**src/rtl/wb_pkg.sv**
```systemverilog
// wb_pkg: shared types and widths for the writeback arbiter slice.
//   XLEN       - result data width
//   REG_ADDR_W - register specifier width
//   wb_entry_t - one buffered long-latency result (rd, data, WAW kill flag)
//   onehot_rd  - register specifier to 32-bit one-hot mask
package wb_pkg;
  localparam int XLEN       = 32;
  localparam int REG_ADDR_W = 5;

  typedef struct packed {
    logic [REG_ADDR_W-1:0] rd;
    logic [XLEN-1:0]       data;
    logic                  kill;
  } wb_entry_t;

  function automatic logic [31:0] onehot_rd(input logic [REG_ADDR_W-1:0] rd);
    return 32'(1) << rd;
  endfunction
endpackage

```
**src/rtl/wb_arbiter_if.sv**
```systemverilog
// wb_arbiter_if: bus bundle around the writeback arbiter.
//   pipe_*        - in-order pipeline result (no backpressure)
//   lsu_*         - long-latency result, valid/ready handshake
//   WE/writePort* - registered regfile write port
//   pend_mask     - live buffered destinations for the hazard unit
//   fifo_count    - buffer occupancy
// master: result producers / regfile side; slave: the arbiter.
interface wb_arbiter_if #(
  parameter int XLEN  = 32,
  parameter int DEPTH = 4
);
  localparam int CW = $clog2(DEPTH) + 1;

  logic            pipe_valid;
  logic [4:0]      pipe_rd;
  logic [XLEN-1:0] pipe_data;
  logic            lsu_valid;
  logic            lsu_ready;
  logic [4:0]      lsu_rd;
  logic [XLEN-1:0] lsu_data;
  logic            WE;
  logic [4:0]      writePortSEL;
  logic [XLEN-1:0] writePort;
  logic [31:0]     pend_mask;
  logic [CW-1:0]   fifo_count;

  modport master (
    output pipe_valid, pipe_rd, pipe_data, lsu_valid, lsu_rd, lsu_data,
    input  lsu_ready, WE, writePortSEL, writePort, pend_mask, fifo_count
  );

  modport slave (
    input  pipe_valid, pipe_rd, pipe_data, lsu_valid, lsu_rd, lsu_data,
    output lsu_ready, WE, writePortSEL, writePort, pend_mask, fifo_count
  );
endinterface

```
**src/rtl/wb_fifo.sv**
```systemverilog
// wb_fifo: circular buffer of long-latency results with WAW kill marking.
//   push_en/push_rd/push_data - enqueue (caller gates on space and rd!=0)
//   pop_en/head/empty         - dequeue head entry (caller gates on !empty)
//   kill_en/kill_rd           - mark every held entry targeting kill_rd
//   live_mask                 - one-hot OR of rd over valid, unkilled entries
//   count                     - occupancy, one bit wider than the pointers
module wb_fifo
  import wb_pkg::*;
#(
  parameter int DEPTH = 4
) (
  input  logic                    clk,
  input  logic                    rst_n,
  input  logic                    push_en,
  input  logic [REG_ADDR_W-1:0]   push_rd,
  input  logic [XLEN-1:0]         push_data,
  input  logic                    pop_en,
  output wb_entry_t               head,
  output logic                    empty,
  input  logic                    kill_en,
  input  logic [REG_ADDR_W-1:0]   kill_rd,
  output logic [31:0]             live_mask,
  output logic [$clog2(DEPTH):0]  count
);
  localparam int PW = $clog2(DEPTH);
  localparam int CW = PW + 1;

  wb_entry_t        mem [DEPTH];
  logic [DEPTH-1:0] vld;
  logic [PW-1:0]    wptr, rptr;

  assign empty = (count == '0);
  assign head  = mem[rptr];

  // A pop never coincides with a kill (pops only happen without a pipeline
  // write), and push never lands on the head slot unless the buffer is empty.
  always_ff @(posedge clk or negedge rst_n) begin
    if (!rst_n) begin
      wptr  <= '0;
      rptr  <= '0;
      count <= '0;
      vld   <= '0;
      for (int i = 0; i < DEPTH; i++) mem[i] <= '0;
    end else begin
      for (int i = 0; i < DEPTH; i++) begin
        if (kill_en && vld[i] && mem[i].rd == kill_rd) mem[i].kill <= 1'b1;
        if (pop_en && PW'(i) == rptr) vld[i] <= 1'b0;
        if (push_en && PW'(i) == wptr) begin
          vld[i] <= 1'b1;
          // Same-cycle pipeline write to the same rd is younger: enter killed.
          mem[i] <= '{rd: push_rd, data: push_data,
                      kill: kill_en && (push_rd == kill_rd)};
        end
      end
      if (push_en) wptr <= wptr + 1'b1;
      if (pop_en)  rptr <= rptr + 1'b1;
      count <= count + CW'(push_en) - CW'(pop_en);
    end
  end

  always_comb begin
    live_mask = '0;
    for (int i = 0; i < DEPTH; i++)
      if (vld[i] && !mem[i].kill) live_mask |= onehot_rd(mem[i].rd);
    live_mask[0] = 1'b0;
  end
endmodule

```
**src/rtl/wb_arbiter.sv**
```systemverilog
// wb_arbiter: merges pipeline writeback (always wins) with buffered
// long-latency results onto the single regfile write port.
//   clk, rst_n - clock, async active-low reset
//   bus        - wb_arbiter_if.slave (pipe/lsu inputs, registered write
//                port, pend_mask, fifo_count, lsu_ready)
module wb_arbiter
  import wb_pkg::*;
#(
  parameter int DEPTH = 4,
  parameter int XLEN  = 32
) (
  input logic          clk,
  input logic          rst_n,
  wb_arbiter_if.slave  bus
);
  localparam int CW = $clog2(DEPTH) + 1;

  logic            pipe_wr, push, pop, fifo_empty;
  wb_entry_t       head;
  logic [CW-1:0]   count;
  logic [31:0]     live_mask;
  logic            we_q;
  logic [4:0]      sel_q;
  logic [XLEN-1:0] data_q;

  assign pipe_wr = bus.pipe_valid && (bus.pipe_rd != '0);
  // Gated by occupancy only; a same-cycle pop does not open a full buffer.
  assign bus.lsu_ready = (count < CW'(DEPTH)) && rst_n;
  // rd=0 offers complete the handshake but are dropped.
  assign push = bus.lsu_valid && bus.lsu_ready && (bus.lsu_rd != '0);
  assign pop  = !fifo_empty && !pipe_wr;

  wb_fifo #(.DEPTH(DEPTH)) u_fifo (
    .clk       (clk),
    .rst_n     (rst_n),
    .push_en   (push),
    .push_rd   (bus.lsu_rd),
    .push_data (bus.lsu_data),
    .pop_en    (pop),
    .head      (head),
    .empty     (fifo_empty),
    .kill_en   (pipe_wr),
    .kill_rd   (bus.pipe_rd),
    .live_mask (live_mask),
    .count     (count)
  );

  // Killed heads still consume a write slot but leave select/data untouched.
  always_ff @(posedge clk or negedge rst_n) begin
    if (!rst_n) begin
      we_q   <= 1'b0;
      sel_q  <= '0;
      data_q <= '0;
    end else if (pipe_wr) begin
      we_q   <= 1'b1;
      sel_q  <= bus.pipe_rd;
      data_q <= bus.pipe_data;
    end else if (pop) begin
      we_q <= !head.kill;
      if (!head.kill) begin
        sel_q  <= head.rd;
        data_q <= head.data;
      end
    end else begin
      we_q <= 1'b0;
    end
  end

  assign bus.WE           = we_q;
  assign bus.writePortSEL = sel_q;
  assign bus.writePort    = data_q;
  assign bus.pend_mask    = live_mask;
  assign bus.fifo_count   = count;
endmodule

```
**src/flat_wrapper.sv**
```systemverilog
// flat-port wrapper written by rule: the top's interface ports become plain ports
module wb_arbiter_flat import wb_pkg::*;
#(
  parameter int DEPTH = 4,
  parameter int XLEN  = 32
)
  (clk, rst_n, bus_pipe_valid, bus_pipe_rd, bus_pipe_data, bus_lsu_valid, bus_lsu_rd, bus_lsu_data, bus_lsu_ready, bus_WE, bus_writePortSEL, bus_writePort, bus_pend_mask, bus_fifo_count);
  wb_arbiter_if #(.XLEN(XLEN), .DEPTH(DEPTH)) bus_i ();
  input logic clk;
  input logic rst_n;
  input wire logic [$bits(bus_i.pipe_valid)-1:0] bus_pipe_valid;
  input wire logic [$bits(bus_i.pipe_rd)-1:0] bus_pipe_rd;
  input wire logic [$bits(bus_i.pipe_data)-1:0] bus_pipe_data;
  input wire logic [$bits(bus_i.lsu_valid)-1:0] bus_lsu_valid;
  input wire logic [$bits(bus_i.lsu_rd)-1:0] bus_lsu_rd;
  input wire logic [$bits(bus_i.lsu_data)-1:0] bus_lsu_data;
  output wire logic [$bits(bus_i.lsu_ready)-1:0] bus_lsu_ready;
  output wire logic [$bits(bus_i.WE)-1:0] bus_WE;
  output wire logic [$bits(bus_i.writePortSEL)-1:0] bus_writePortSEL;
  output wire logic [$bits(bus_i.writePort)-1:0] bus_writePort;
  output wire logic [$bits(bus_i.pend_mask)-1:0] bus_pend_mask;
  output wire logic [$bits(bus_i.fifo_count)-1:0] bus_fifo_count;
  assign bus_i.pipe_valid = bus_pipe_valid;
  assign bus_i.pipe_rd = bus_pipe_rd;
  assign bus_i.pipe_data = bus_pipe_data;
  assign bus_i.lsu_valid = bus_lsu_valid;
  assign bus_i.lsu_rd = bus_lsu_rd;
  assign bus_i.lsu_data = bus_lsu_data;
  assign bus_lsu_ready = bus_i.lsu_ready;
  assign bus_WE = bus_i.WE;
  assign bus_writePortSEL = bus_i.writePortSEL;
  assign bus_writePort = bus_i.writePort;
  assign bus_pend_mask = bus_i.pend_mask;
  assign bus_fifo_count = bus_i.fifo_count;
  wb_arbiter #(.DEPTH(DEPTH), .XLEN(XLEN)) u_core (.clk(clk), .rst_n(rst_n), .bus(bus_i));
endmodule
```
**config.mk**
```make
export PLATFORM = sky130hd
export DESIGN_NAME = wb_arbiter_flat
export DESIGN_NICKNAME = d
export VERILOG_FILES = /design/src/rtl/wb_pkg.sv /design/src/rtl/wb_arbiter_if.sv /design/src/rtl/wb_fifo.sv /design/src/rtl/wb_arbiter.sv /design/src/flat_wrapper.sv
export SDC_FILE = /design/constraint.sdc
export NUM_CORES = 1
export LEC_CHECK = 0
export CAP_MARGIN = 20
export CORE_MARGIN = 8
export CORE_UTILIZATION = 40
export CTS_CLUSTER_DIAMETER = 100
export DETAILED_ROUTE_END_ITERATION = 10
export GPL_TIMING_DRIVEN = 0
export PLACE_DENSITY = 0.72
export SLEW_MARGIN = 10
export SYNTH_ARGS = -nofsm -noshare
export SYNTH_HDL_FRONTEND = slang
export SYNTH_SLANG_ARGS = --single-unit
```
**constraint.sdc**
```tcl
create_clock -name clk -period 2.2 [get_ports clk]
set_input_delay 0.22 -clock clk [delete_from_list [all_inputs] [get_ports clk]]
set_output_delay 0.22 -clock clk [all_outputs]
set_load 0.005 [all_outputs]
```
## After elaboration in Yosys (flattened, before gate mapping)

Cells that the tools add are included.

| word-level totals | value |
|---|---|
| register bits after elaboration | 201 |
| bits in latches | 0 |
| bits in writable memories | 0 |
| ROM bits | 0 |
| input port bits | 78 |
| output and inout port bits | 74 |
| logic and storage cells | 127 |
| memories kept | 0 |

| operators by class | value |
|---|---|
| $add $sub $neg | 4 |
| multipliers | 0 |
| divide/modulo/power cells | 0 |
| magnitude comparators | 2 |
| equal/unequal tests | 12 |
| shift operators | 4 |
| mux-type cells | 31 |
| bitwise gates (word level) | 4 |
| reduce and logical (&&, ||, !) cells | 48 |

Operator list:

| cell | count |
|---|---|
| $mux W32 | 7 |
| $shl A1 B5 Y32 const A | 4 |
| $or A32 B32 Y32 | 3 |
| $bmux W38 S2 | 1 |
| $mux W38 | 2 |
| $logic_and A1 B1 Y1 | 26 |
| $eq A5 B5 Y1 | 5 |
| $mux W1 | 18 |
| $reduce_bool A2 Y1 | 9 |
| $mux W5 | 3 |
| $reduce_bool A5 Y1 | 2 |
| $eq A2 B2 Y1 const A | 4 |
| $logic_not A1 Y1 | 7 |
| $add A2 B1 Y2 const B | 2 |
| $eq A1 B2 Y1 const A | 2 |
| $logic_not A2 Y1 | 2 |
| $add A3 B1 Y3 | 1 |
| $ge A3 B3 Y1 const B | 1 |
| $logic_not A3 Y1 | 1 |
| $lt A3 B3 Y1 const B | 1 |
| $not A2 Y3 | 1 |
| $sub A3 B1 Y3 | 1 |
| $ne A2 B1 Y1 const B | 1 |
| $reduce_and A2 Y1 | 1 |

## Logic depth before layout (Yosys ltp)

Gate-level depths: netlist (run 1).

| logic depth | value |
|---|---|
| depth after elaboration | 9 |
| mapped depth | 10 |
| gate-level depth less buffers | 8 |

## Hierarchy

Synthesis (run 1) repeated with hierarchy kept, for this count alone.

| unflattened totals | value |
|---|---|
| cells, all modules | 779 |
| area total of the unflattened synthesis | 10448.8 sq um |

By module, submodules not included:

| module | times used | cells each | area an instance (sq um) | seq. area each (sq um) |
|---|---|---|---|---|
| wb_fifo | 1 | 645 | 8562.0 | 4078.9 |
| wb_arbiter | 1 | 134 | 1886.8 | 950.9 |

## Worst setup path before layout (run 1)

OpenSTA, ideal clock, no wires.

| timing | value |
|---|---|
| kind | input to register |
| start point | input port bus_pipe_rd[1] |
| end point | register u_core.u_fifo.count[2] |
| library setup time | 0.123 ns |
| arrival time | 2.340 ns |
| data required time | 2.077 ns |
| path slack | -0.263 ns |
| stages on the path | 10 |
| buffers on the path | 2 |
| cell sequence | buf_2 or4_1 o21a_1 buf_2 nor2_1 ha_1 inv_1 ha_1 fa_1 xnor2_1 |

| on the way | value |
|---|---|
| word-level cells in the longest chain between the ends | 5 |

Ends and longest elaborated chain:

| what | RTL line | text |
|---|---|---|
| from (decl) | flat_wrapper.sv:12 | `input wire logic [$bits(bus_i.pipe_rd)-1:0] bus_pipe_rd;` |
| $reduce_bool A5 Y1 | wb_arbiter.sv:26 | `assign pipe_wr = bus.pipe_valid && (bus.pipe_rd != '0);` |
| $logic_and A1 B1 Y1 | wb_arbiter.sv:26 |  |
| $logic_not A1 Y1 | wb_arbiter.sv:31 | `assign pop = !fifo_empty && !pipe_wr;` |
| $logic_and A1 B1 Y1 | wb_arbiter.sv:31 |  |
| net u_core.pop | wb_arbiter.sv:18 | `logic pipe_wr, push, pop, fifo_empty;` |
| $sub A3 B1 Y3 | wb_fifo.sv:57 | `count <= count + CW'(push_en) - CW'(pop_en);` |
| to (signal assigned) | wb_fifo.sv:57 |  |
| to (decl) | wb_fifo.sv:23 | `output logic [$clog2(DEPTH):0] count` |

The timed path passes the listed nets, and every way through them passes these cells.
A chain may end at the register's enable or synchronous reset.

## Worst setup path in the final report (run 1)

| timing | value |
|---|---|
| start point | register u_core.u_fifo.mem[0] in the netlist's numbering |
| end point | output port bus_pend_mask[10] |

| on the way | value |
|---|---|
| word-level cells in the longest chain between the ends | 3 |

Ends and longest elaborated chain:

| what | RTL line | text |
|---|---|---|
| from (decl) | wb_fifo.sv:28 | `wb_entry_t mem [DEPTH];` |
| from (signal, indexed assignment) | wb_fifo.sv:51 | `mem[i] <= '{rd: push_rd, data: push_data,` |
| $logic_not A1 Y1 | wb_fifo.sv:64 | `if (vld[i] && !mem[i].kill) live_mask \|= onehot_rd(mem[i].rd);` |
| $logic_and A1 B1 Y1 | wb_fifo.sv:64 |  |
| $mux W32 | wb_fifo.sv:64 |  |
| to (decl) | flat_wrapper.sv:21 | `output wire logic [$bits(bus_i.pend_mask)-1:0] bus_pend_mask;` |

Every way passes these cells.

==> impl.org, run 1 <==
** Outcome
- The flow ran to the end, but the final reports show violations.
- Violated checks :: negative setup slack

** Yosys
- For this run, the number of Yosys warnings is 0.
- Unique masters post-synth :: 53
- Post-Syn Nets :: 916
- The synthesized netlist occupies a cell area of 10480 um^2.
- Counting flops with a built-in enable in the synthesized netlist gives 0.
- The share of the Yosys chip area taken by registers is approximately half.
- Area share of fa/ha/maj cells after synthesis :: 1.386%
- Post-synthesis xor/xnor area fraction :: 2.425%
- Synthesized area per cell :: between 10 and 15 um^2
- FF+latch count, synth :: 201
- Portion of netlist area occupied by mux cells :: a little over a quarter
- Among all flip-flop cells after synthesis, the most frequent one is dfrtp_1.
- The synthesized netlist devotes 7.740% of its cell area to compound gates.
- The synthesized netlist devotes 9.699% of its cell area to simple gates.
- Async set or reset register ratio after synthesis :: 100.0%
- Counting every instance in the synthesized netlist gives 827.
- By area, the combinational part of the netlist is dominated by multiplexers.

** Floorplan
- Standard-cell rows :: 59
- Boundary pin count :: between 150 and 200
- In this run the vertical extent of the chip is 177.8 um.
- The die is between 150 and 200 um wide.
- Area enclosed by the die boundary :: around 32000 um^2
- Initial Utilization :: approximately 40%
- The region available for standard cell placement spans around 26000 um^2.

** Drt
- Total Wirelength :: 30360 um
- Ratio of routed vias to standard cells :: 5.674
- Before antenna repair, the detailed router went through 6 iterations.
- Final ANT Viol Nets :: 0
- Final routed wire length divided by cell count :: 21.87 um
- In the routed design, unresolved DRC markers number 0.
- Iteration-0 DRC count of the detailed router :: 688
- The final route contains ~8k vias.

** Timing
- Max Clk Rate :: 441.9 MHz
- Fin. max-slew vios :: 0
- Count of final setup violators :: 4
- Final setup slack of the worst path :: -0.06308 ns
- Clock skew on the completed layout was measured at 0.009477 ns.
- The tightest hold path in the finished design has a slack of just under 0.1 ns.
- Post-layout min period :: 2.263 ns
- Remaining max-slew budget at the tightest pin :: between 40% and 50%
- The number of endpoints with negative hold slack in the final report came to 0.
- For the pin with the worst max-slew slack, the measured transition is 0.7899 ns.
- The worst path uses 102.9% of the clock period.
- RSZ-0062 raised after global routing :: yes

** Flow run
- Max-cap violations in this run came to 0.

** CTS
- TritonCTS created 21 clock buffers.
- TritonCTS built the clock tree.
- After clock tree synthesis, the clock-pin slew on the worst setup and hold paths is 0.06 ns.
- Clock root buffer :: clkbuf_16
- Clock latency reported for the late side of the worst-skew pair :: 0.50 ns
- H-tree depth :: 1
- Number of buffers on the longest clock path :: 3
- Clock net sink count :: 201

** Placed design
- Placed inst area :: 12430 um^2
- DP HPWL :: just over 20000 um
- Routability-driven placement finished with a final weighted congestion of 0.8884.
- OpenSTA, run right after detailed placement, puts the worst setup slack at -0.9876 ns.
- Input and output buffers added on the ports amount to 145.

** Setup path
- Largest stage delay on the critical path :: roughly 0.47 ns
- Walking the worst path, the cells encountered are nor4bb_1 -> buf_4 -> buf_4 -> a2bb2oi_1 -> o211ai_1 -> clkdlybuf4s15_1.
- Data arrival time of the worst path :: 2.04 ns
- Worst flop-to-flop path endpoint :: u_core.bus.writePort[24]
- Among all stages on the critical path, the largest delay is contributed by dfrtp_2.
- The worst register-to-register path has a setup slack of 0.06 ns.
- WP data required :: 1.98 ns
- Kind of launch point of the worst setup path :: register
- Among cell families on the critical path, the largest total delay comes from buffers and inverters.
- Count of buffer and inverter cells on the critical path :: 3
- Length in cells of the worst reg-to-reg path :: 5
- The startpoint identified for the worst register-to-register timing path is u_core.u_fifo.rptr[1].
- First element of the critical path :: u_core.u_fifo.mem[0]
- The worst setup path is captured at an output pin.
- Counting stages on the worst path, the most repeated cell is buf_4.
- Highest net fanout along the worst path :: 6
- By startpoint and endpoint, the worst setup path is classified as reg2out.

** GRT
- For this run, global-route usage on met2 was measured as approximately a third.
- Overall global routing resource usage :: 19.15%
- Maximum number of pins on one net before global-route repair :: 53
- Wire length of the first global-routing pass :: about 48000 um
- Gr busiest metal :: met2
- Number of antenna violations at the first check in global routing :: 2
- Global routing finished with a remaining overflow of 0.
- For met1 alone, demand over resource in global routing was 24.51%.
- Vias in the first global route :: 8390
- For this run, global-route usage on met3 was measured as 4.064%.

** Power and ir drop
- Power per unit of standard cell area :: 1344 nW/um^2
- Summed over all cells, the static leakage comes to ~6.1 nW.
- Peak supply drop :: 0.0007699 V

** Min path
- The path class of the tightest hold or removal check is in2reg.
- Along the worst hold path, the cell count comes to 3.
- The path with the worst hold slack has its endpoint at u_core.bus.writePortSEL[3].
- The worst hold path begins at bus_pipe_rd[3].

** Finish
- The top cell types in the final layout, fill and taps aside, are dfrtp_1 (185), mux2_2 (110), clkdlybuf4s50_1 (109).
- Most frequent standard cell in the layout excluding fill and tap cells :: dfrtp_1
- In the final layout, the share of cells above drive strength 1 is 38.27%.
- The final layout contains 1132 nets.
- Once layout is done, the placed cells without fillers occupy 13920 um^2.
- Number of diodes added for antenna fixing :: 0
- Area delta synth->final :: 32.90%
## stage by stage
stage          total power (W)  utilization, %  setup TNS, ns  instances
6_report               0.01871           53.73        -0.1905       1388
5_1_grt                0.01979           53.73         -1.074       1388
4_1_cts                0.01837           52.98        -0.2478       1372
3_5_place_dp           0.01445           47.96         -95.99       1308
3_3_place_gp           0.01416           47.81       -2658.73       1307
2_1_floorplan          0.01160               -       -0.07156        827
## synth_stat cells (15+ instances only)
| cell type | n | share of area [%] |
|---|---|---|
| mux2_2 | 110 | 12 |
| a22oi_1 | 19 | 1.4 |
| nand2_1 | 90 | 3.2 |
| nor2_1 | 15 | 0.54 |
| clkbuf_1 | 34 | 1.2 |
| mux2_4 | 38 | 5.4 |
| xor2_1 | 20 | 1.7 |
| mux4_2 | 38 | 8.2 |
| a31oi_1 | 32 | 1.9 |
| dfrtp_1 | 201 | 48 |
| nor3_1 | 37 | 1.8 |
| o221ai_1 | 19 | 1.6 |
## sequential cells by signal (all words and copies together) (netlist names)
register and count:
u_core.bus.WE 1, u_core.bus.writePort 32, u_core.bus.writePortSEL 5, u_core.u_fifo.count 3, u_core.u_fifo.mem 152, u_core.u_fifo.rptr 2
u_core.u_fifo.vld 4, u_core.u_fifo.wptr 2
## power breakdown
group | internal (W) | switching, W
Clock | 0.00188 | 0.00140
Combinational | 0.00491 | 0.00357
Sequential | 0.00555 | 0.00139
## worst reg2reg max path, cell delays in order, from the launching register on
cell	delay, ns
dfrtp_1	0.43
clkbuf_1	0.55
clkbuf_2	0.45
mux4_2	0.38
nand2_1	0.11
a31oi_1	0.09
## timing repair
item | 4_1_cts | 5_1_grt
setup endpoints to repair | 160 | 60
pin swaps | 8 | 14
setup buffers | 29 | 16
hold buffers | 11 | 0
endpoints found under the hold margin | 154 | 0
gates resized for setup | 155 | 46
cloned | 2 | 0
## worst max path at each step
| stage | to | slack, ns | cells after the start |
|---|---|---|---|
| after floorplan | u_core.u_fifo.count[1] | -0.07 | 9 |
| after detailed placement | u_core.u_fifo.count[2] | -0.99 | 11 |
| after global placement | u_core.u_fifo.mem[109] | -7.63 | 1 |
| after CTS | bus_pend_mask[19] | -0.19 | 5 |
| final | bus_pend_mask[10] | -0.06 | 6 |
| after global routing | bus_pend_mask[12] | -0.15 | 6 |
## cell families (layout without fill, tap and decap cells)
kind of cell,count (synthesis),after routing
mux,195,195
fa+ha+maj,11,11
xor+xnor,29,29
buf+inv,76,302
simple gates,201,201
other cells,1,1
flops,201,201
compound gates,113,113
## metal layers
| layer | share of wire [%] | vias to the layer above |
|---|---|---|
| li1 | - | 3498 |
| met3 | 7.1 | 84 |
| met1 | 42 | 3949 |
| met5 | 0.089 | - |
| met2 | 48 | 341 |
| met4 | 2.8 | 4 |
## layout make-up
type / count / area, um^2
clock inverter: 1 / 8.758
inverter: 8 / 30.03
fill: 2149 / 11990
buffer: 57 / 484.2
tap: 335 / 419.2
sequential: 201 / 5050
clock buffer: 32 / 606.8
multi-input combinational: 550 / 5306
timing repair buffer: 204 / 2016
No activity file was read; power rests on OpenSTA's default activity.
==> inputs of run 2 (changes only) <==
- CAP_MARGIN: 20 -> 40
==> run 2 against run 1 <==
  * The run still ends with negative setup slack left
  * Clock power rose by 4%
  * Combinational power increased by 2%
  * Setup slack gained 0.0044 ns
  * Sequential power is 0.7% lower
  * Non-clock buffer count rose by 7
  * Critical path depth did not move
  * Final area rose by 0.74%
  * Cell count grew 0.65%
  * Die area unchanged
  * Via count up 1.2%
  * Fmax grew 0.20%
  * Hold slack got worse by 0.089 ns
  * Critical path type unchanged
  * Largest power group unchanged
  * Highest routed layer unchanged
==> impl.org, run 2 (synthesized netlist as in run 1, its figures left out) <==
** Outcome
- The flow ran to the end, but the final reports show violations.
- Violated checks :: negative setup slack

** Timing
- Post-route clock period utilization :: 102.7% (-0.20 points)
- Hold Slack :: 0.01074 ns (-0.08856 ns)
- The clock period minus final worst setup slack is 2.259 ns (-0.004407 ns).
- Fin. max-slew vios :: 0 (unchanged)
- The worst clock skew on the final layout was 0.01828 ns (+0.008807 ns).
- Max Clk Rate :: 442.7 MHz (+0.20%)
- Fin. Hold Viols :: 0 (unchanged)
- The relative max-transition margin was 46.63% (-0.71 points).
- The transition time at the pin with the least slew margin was 0.8005 ns (+0.01062 ns).
- Final setup slack of the worst path :: -0.05867 ns (+0.004407 ns)
- Setup repair after global routing could not meet its margin everywhere.
- The number of failing setup endpoints in the final timing report was 9 (+5).

** Min path
- The worst hold path begins at bus_pipe_rd[2].
- The path class of the tightest hold or removal check is in2reg.
- The number of cells traversed by the worst hold path is 3 (unchanged).
- For hold timing, the worst endpoint is u_core.bus.writePortSEL[2].

** Setup path
- Kind of launch point of the worst setup path :: register
- Setup slack of the most critical reg-to-reg path :: 0.15 ns (+0.09 ns)
- Data arrival time of the worst path :: 2.04 ns (about the same)
- The data required time at the worst endpoint is 1.98 ns (about the same).
- STA classifies the critical path endpoint as an output pin.
- Length in cells of the worst reg-to-reg path :: 5 (unchanged)
- Crit Path Category :: reg2out
- Worst flop-to-flop path endpoint :: u_core.bus.writePort[17]
- The worst-path maximum fanout was 5 (-1).
- Startpoint of the worst register-to-register path :: u_core.u_fifo.rptr[0]

** CTS
- H-tree depth :: 1 (unchanged)
- The source-to-sink clock delay at the later pin of the worst-skew pair is 0.50 ns (about the same).
- Clock root buffer :: clkbuf_16
- Number of buffers on the longest clock path :: 3 (unchanged)
- TritonCTS built the clock tree.
- Clock slew at reported path FFs :: 0.06 ns (about the same)
- The TritonCTS buffer count is 21 (unchanged).
- Clock net sink count :: 201 (unchanged)

** Finish
- Fin nets :: 1139 (+0.62%)
- Area delta synth->final :: 33.87%
- The fill cell instance count of the final layout came to 2160 (+0.51%).
- Ranked by flip-flop count, first place goes to u_core.u_fifo.mem.
- Number of diodes added for antenna fixing :: 0 (unchanged)
- In the layout the commonest cells are dfrtp_1 (184), mux2_2 (110), clkdlybuf4s50_1 (109).
- Layout Utilization :: 54.12% (+0.40 points)
- Most frequent standard cell in the layout excluding fill and tap cells :: dfrtp_1
- The number of flip-flops under the largest register name was 152 (unchanged).
- Fraction of final layout cells with drive strength greater than 1 :: 40.68% (+2.4 points)

** Drt
- The detailed-route via count is 7972 (+1.2%).
- The first-pass detailed-route iteration total came to 5 (-1).
- Final routed wire length divided by cell count :: 22.01 um (+0.64%)
- Final ANT Viol Nets :: 0 (unchanged)
- The via-per-instance ratio is 5.707 (+0.57%).
- Iteration-0 DRC count of the detailed router :: 613 (-11%)
- The sum of routed wire length over all layers came to 30750 um (+1.3%).
- The number of remaining DRC errors was 0 (unchanged).

** GRT
- The maximum number of pins on one net before global-route repair came to 53 (unchanged).
- The number of global-route vias before repair came to 8450 (+0.72%).
- The global-route wire length before repair was 48170 um (+0.65%).
- Overall global routing resource usage :: 19.21% (+0.061 points)
- The global route total overflow came to 0 (unchanged).
- The initial antenna violation count is 3 (+1).

** Power and ir drop
- The total power per unit cell area was 1352 nW/um^2 (+0.60%).
- Leak Pwr :: 6.124 nW (+0.62%)
- Peak supply drop :: 0.0006675 V (-13%)
- Total power consumption of the routed design :: 0.01896 W (+1.3%)

** Placed design
- Worst Setup Slack post-DPL :: -0.9880 ns (-0.0004020 ns)
- DP HPWL :: 20490 um (+0.66%)
- The placer congestion estimate came to 0.8884 (unchanged).
- The number of buffers inserted by port buffering came to 145 (unchanged).

** Floorplan
- The area of the placeable core was 25910 um^2 (unchanged).
- The placement row count was 59 (unchanged).
- The die boundary height came to 177.8 um (unchanged).
- The area of the die is 31620 um^2 (unchanged).
- The number of primary I/O pins came to 152 (unchanged).
- Die Wd :: 177.8 um (unchanged)
- The initial core utilization is 40.43% (unchanged).

** Flow run
- Number of max-cap violations :: 0 (unchanged)
-- run 2: routing by layer --
metal	up-vias	routed length, um	GRT usage, %
met2	317	15020	31.79
met5	-	41	0
li1	3512	-	-
met3	93	1879	3.426
met1	4044	12880	25.21
met4	6	921	6.183
-- run 2: worst max-delay path by stage --
stage               slack [ns]                     end                  start
finish                   -0.06        bus_pend_mask[1]  u_core.u_fifo.mem[38]
CTS                      -0.08        bus_pend_mask[3]  u_core.u_fifo.mem[38]
detailed placement       -0.99  u_core.u_fifo.count[2]                  rst_n
global placement         -7.63  u_core.u_fifo.mem[109]                  rst_n
global route             -0.10        bus_pend_mask[6]  u_core.u_fifo.mem[36]
floorplan                -0.07  u_core.u_fifo.count[1]         bus_pipe_rd[2]
-- run 2: worst max-delay path, stage by stage (launching register included) --
cell and delay (ns):
dfrtp_1 0.43, nor2b_4 0.15, or3b_4 0.42, buf_12 0.14, buf_12 0.13, o221ai_4 0.13, buf_2 0.15
-- run 2: final cells by class --
cell class | count | area [um^2] | share of cell area (%)
buffer | 57 | 484.2 | 3.453
tap | 335 | 419.2 | 2.989
multi-input combinational | 550 | 5329 | 38.00
sequential | 201 | 5051 | 36.02
clock buffer | 30 | 589.3 | 4.202
timing repair buffer | 211 | 2067 | 14.74
clock inverter | 5 | 53.80 | 0.3837
inverter | 8 | 30.03 | 0.2141
-- run 2: what timing repair did --
item / 4_1_cts / 5_1_grt
gates cloned: 2 / 0
pin swaps: 11 / 18
hold buffers: 10 / 0
endpoints found under the setup margin: 148 / 59
endpoints found under the hold margin: 153 / 0
buffers inserted: 28 / 21
gates resized for setup: 156 / 72
-- run 2: through the flow --
stage                     cells  setup TNS, ns  cell area, um^2
after global routing       1397         -1.109            14020
final                      1397        -0.3331            14020
after CTS                  1376        -0.7331            13750
after floorplan             827       -0.07156            10520
after detailed placement   1312         -90.63            12450
after global placement     1307       -2658.73            12390
-- run 2: where the power goes --
| part | leakage (nW) | internal (W) | switching (W) |
|---|---|---|---|
| Combinational | 3.36 | 0.00500 | 0.00367 |
| Sequential | 2.45 | 0.00555 | 0.00133 |
| Clock | 0.318 | 0.00197 | 0.00143 |
| Total | 6.12 | 0.0125 | 0.00643 |
==> inputs of run 3 (changes only) <==
- ABC_AREA: not set -> 1
- CORE_UTILIZATION: 40 -> 56
- PLACE_DENSITY: 0.72 -> 0.91
==> run 3 against run 2 <==
  * The run ends with negative hold slack, negative setup slack left
  * Largest power group unchanged
  * Global-route usage is 12 points higher
  * Fmax is 0.99% lower
  * Via count is 52% higher
  * Die area is 22% lower
  * Non-clock buffer count is 12 higher
  * Sequential share of layout area is 1.5 points lower
  * Final area is 4.1% higher
  * Synthesized cell count is 93% higher
  * Wire length is 28% higher
  * Clock skew is 0.0080 ns lower
  * Core utilization is 21 points higher
==> impl.org, run 3 <==
** Yosys
- Post-synthesis cell area :: 11150 um^2 (+6.4%)
- Async set or reset register ratio after synthesis :: 100.0% (unchanged)
- Unique masters post-synth :: 37 (-30%)
- The number of enable-type register cells in the synthesized netlist was 0 (unchanged).
- Largest area contributor in the synthesized netlist :: dfrtp_1
- Top cells by area in the synthesized netlist :: dfrtp_1 (45%), nand2_1 (28%), nand3_1 (8.3%), buf_2 (2.4%), inv_1 (2.2%)
- Among all cell types in the netlist, the one instantiated most often is nand2_1.
- The register bit count reported by yosys was 201 (unchanged).
- Primary flip-flop cell chosen by synthesis mapping :: dfrtp_1
- The mean cell area of the mapped netlist came to 7.003 um^2 (-45%).
- Post-Syn Nets :: 1681 (+84%)
- Most common library cells after synthesis :: nand2_1 (840), dfrtp_1 (201), nand3_1 (185)
- Syn. warnings :: 0 (unchanged)
- Syn Inst Count :: 1592 (+93%)
- Sequential-to-total area share from yosys stat :: 45.11% (-2.9 points)
- Proportion of netlist area held by the largest area contributor :: 45.11% (-2.9 points)

** Setup path
- Crit Path Category :: reg2out
- Type of destination of the critical path :: output pin
- WP data required :: 1.98 ns (about the same)
- Worst flop-to-flop path endpoint :: u_core.u_fifo.count[2]
- The worst-path maximum fanout came to 6 (+1).
- Kind of launch point of the worst setup path :: register
- Startpoint of the worst register-to-register path :: u_core.u_fifo.count[2]
- In this run the worst setup path begins at u_core.u_fifo.vld[1].
- Length in cells of the worst reg-to-reg path :: 9 (+4)
- Setup slack of the most critical reg-to-reg path :: 0.14 ns (about the same)
- The arrival time reported for the critical path endpoint is 2.06 ns (+0.02 ns).

** Finish
- In the layout the commonest cells are nand2_1 (826), dfrtp_1 (191), nand3_1 (165).
- The multi-input logic area came to 5698 um^2 (+6.9%).
- Number of diodes added for antenna fixing :: 0 (unchanged)
- Most frequent standard cell in the layout excluding fill and tap cells :: nand2_1
- Number of flip-flops under the largest register name :: 152 (unchanged)
- Area delta synth->final :: 30.93%
- Largest register by flop count :: u_core.u_fifo.mem
- Fraction of final layout cells with drive strength greater than 1 :: 16.43% (-24 points)
- The number of nets at the end of the flow came to 1893 (+66%).
- The combined flip-flop and latch cell area was 5042 um^2 (-0.17%).
- Count of fill cells added during filler insertion :: 1424 (-34%)

** Floorplan
- Boundary pin count :: 152 (unchanged)
- The area of the die came to 24680 um^2 (-22%).
- The die boundary height is 157.1 um (-12%).
- The initial core utilization came to 57.10% (+17 points).
- The placement row count is 51 (-14%).
- The die outline width came to 157.1 um (-12%).
- Area inside the core boundary :: 19530 um^2 (-25%)

** GRT
- The initial antenna violation count came to 0 (-3).
- The global-route usage over all layers was 31.33% (+12 points).
- Maximum number of pins on one net before global-route repair :: 109 (+110%)
- Overflow after GRT :: 0 (unchanged)
- The number of global-route vias before repair came to 11.73k (+39%).
- Wire length of the first global-routing pass :: 61130 um (+27%)

** Timing
- Fin. Hold Viols :: 106 (+106)
- The ratio of final minimum period to clock period is 103.7% (+1.0 points).
- Final setup slack of the worst path :: -0.08130 ns (-0.02262 ns)
- The highest achievable clock rate was 438.3 MHz (-0.99%).
- Post-layout min period :: 2.281 ns (+0.02262 ns)
- The relative max-transition margin is 57.60% (+11 points).
- The worst clock skew on the final layout was 0.01033 ns (-0.007953 ns).
- The transition time at the pin with the least slew margin was 0.6359 ns (-0.1646 ns).
- Fin. max-slew vios :: 0 (unchanged)
- Sum of negative setup slack :: -0.08130 ns (+0.2518 ns)
- The number of failing setup endpoints in the final timing report was 1 (-8).
- Hold Slack :: -0.3434 ns (-0.3541 ns)
- RSZ-0062 raised after global routing :: yes

** Power and ir drop
- Sequential group share of total power :: 33.0% (-3.3 points)
- The switching power total is 0.008714 W (+35%).
- Comb power frac :: 47.6% (+1.9 points)
- The maximum ir drop on the vdd rail is 0.0008815 V (+32%).
- The reported leakage power came to 7.617 nW (+24%).
- P_int :: 0.01167 W (-6.8%)
- Total power consumption of the routed design :: 0.02038 W (+7.5%)
- Net switching fraction of the power :: 42.75% (+8.8 points)
- Relative contribution of the clock network to total power :: 19.5% (+1.6 points)
- Power per unit of standard cell area :: 1396 nW/um^2 (+3.3%)

** Placed design
- Final estimated routing congestion in global placement :: 0.9580 (+7.8%)
- DP HPWL :: 26410 um (+29%)
- The number of buffers inserted by port buffering came to 147 (+1.4%).
- The worst slack at placement came to -0.7257 ns (+0.2623 ns).

** Drt
- Final routed DRC violation total :: 0 (unchanged)
- The number of design-rule violations left by the first detailed-router iteration is 1549 (+150%).
- The detailed-route via count came to 12.16k (+52%).
- The via-per-instance ratio is 5.831 (+2.2%).
- The residual antenna-violating net count after detailed routing was 0 (unchanged).
- The first-pass detailed-route iteration total is 6 (+1).
- The sum of routed wire length over all layers is 39370 um (+28%).
- Final routed wire length divided by cell count :: 18.88 um (-14%)

** CTS
- The TritonCTS buffer count came to 22 (+4.8%).
- The source-to-sink clock delay at the later pin of the worst-skew pair was 0.52 ns (+0.02 ns).
- The H-tree level count was 1 (unchanged).
- Clock net sink count :: 201 (unchanged)
- Clock root buffer :: clkbuf_16
- TritonCTS built the clock tree.
- The clock tree buffer depth was 3 (unchanged).
- Clock slew at reported path FFs :: 0.06 ns (about the same)

** Outcome
- The checks that failed: negative hold slack, negative setup slack.
- Run status :: finished with violations

** Flow run
- Number of max-cap violations :: 0 (unchanged)

** Min path
- The min-delay analysis places its worst path in the category in2async.
## run 3: repair_timing
action                                  4_1_cts  5_1_grt
pin swaps                                    13       13
setup buffers                                23       20
endpoints found under the hold margin       106      106
resized for setup                           142       89
endpoints found under the setup margin       33       24
## run 3: critical path, stage by stage (launching register included)
cell             delay (ns)
dfrtp_1                0.38
inv_2                  0.07
nor2_4                 0.13
nand2_4                0.13
nor2_2                 0.15
nand2_1                0.06
nand4_1                0.11
clkdlybuf4s50_1        0.51
## run 3: how the worst max path moves through the flow
stage                     cells past startpoint  slack (ns)                endpoint
after CTS                                     8       -0.22       bus_pend_mask[29]
after floorplan                              12        0.17  u_core.u_fifo.count[2]
after detailed placement                      9       -0.73  u_core.u_fifo.count[2]
final                                         7       -0.08       bus_pend_mask[29]
after global placement                        9       -8.56  u_core.u_fifo.count[2]
after global routing                          6       -0.13       bus_pend_mask[29]
## run 3: area by class of cell
| class | count | share of cell area, % |
|---|---|---|
| Clock buffer | 35 | 4.586 |
| Timing Repair Buffer | 191 | 12.52 |
| Buffer | 89 | 4.028 |
| Inverter | 75 | 2.254 |
| Sequential cell | 201 | 34.54 |
| Tap cell | 265 | 2.271 |
| Multi-Input combinational cell | 1224 | 39.03 |
| Clock inverter | 5 | 0.7628 |
## run 3: logic make-up (layout without fill, tap and decap cells)
logic type                 Yosys count  after routing  share of synthesized area, %
other                                1              1                       0.03363
adders and majority gates           11             11                         1.302
buffers and inverters              167            395                         7.496
AOI/OAI and AO/OA                   74             74                         3.995
and+or+nand+nor                   1129           1129                         41.35
xor gates and xnor gates             9              9                        0.7070
DFF                                201            201                         45.11
## run 3: metrics by stage
stage,util (%),cells,area (um^2)
floorplan,-,1592,11150
global placement,66.33,2004,12950
detailed placement,66.50,2005,12990
CTS,72.72,2065,14200
global route,74.76,2085,14600
finish,74.76,2085,14600
## run 3: power groups by stage
stage / Sequential [W] / Combinational [W] / Clock [W]
after floorplan: 0.00634 / 0.00529 / 0
after global placement: 0.00650 / 0.00803 / 0
after detailed placement: 0.00657 / 0.00828 / 0
after CTS: 0.00664 / 0.00895 / 0.00395
after global routing: 0.00688 / 0.0105 / 0.00411
final: 0.00672 / 0.00969 / 0.00397
## run 3: layer usage
layer	vias to the layer above	track usage (%)	wire length [um]
met3	142	6.142	4657
met4	0	11.88	1378
li1	5440	-	-
met5	-	0	0
met2	863	50.60	18240
met1	5712	41.13	15090
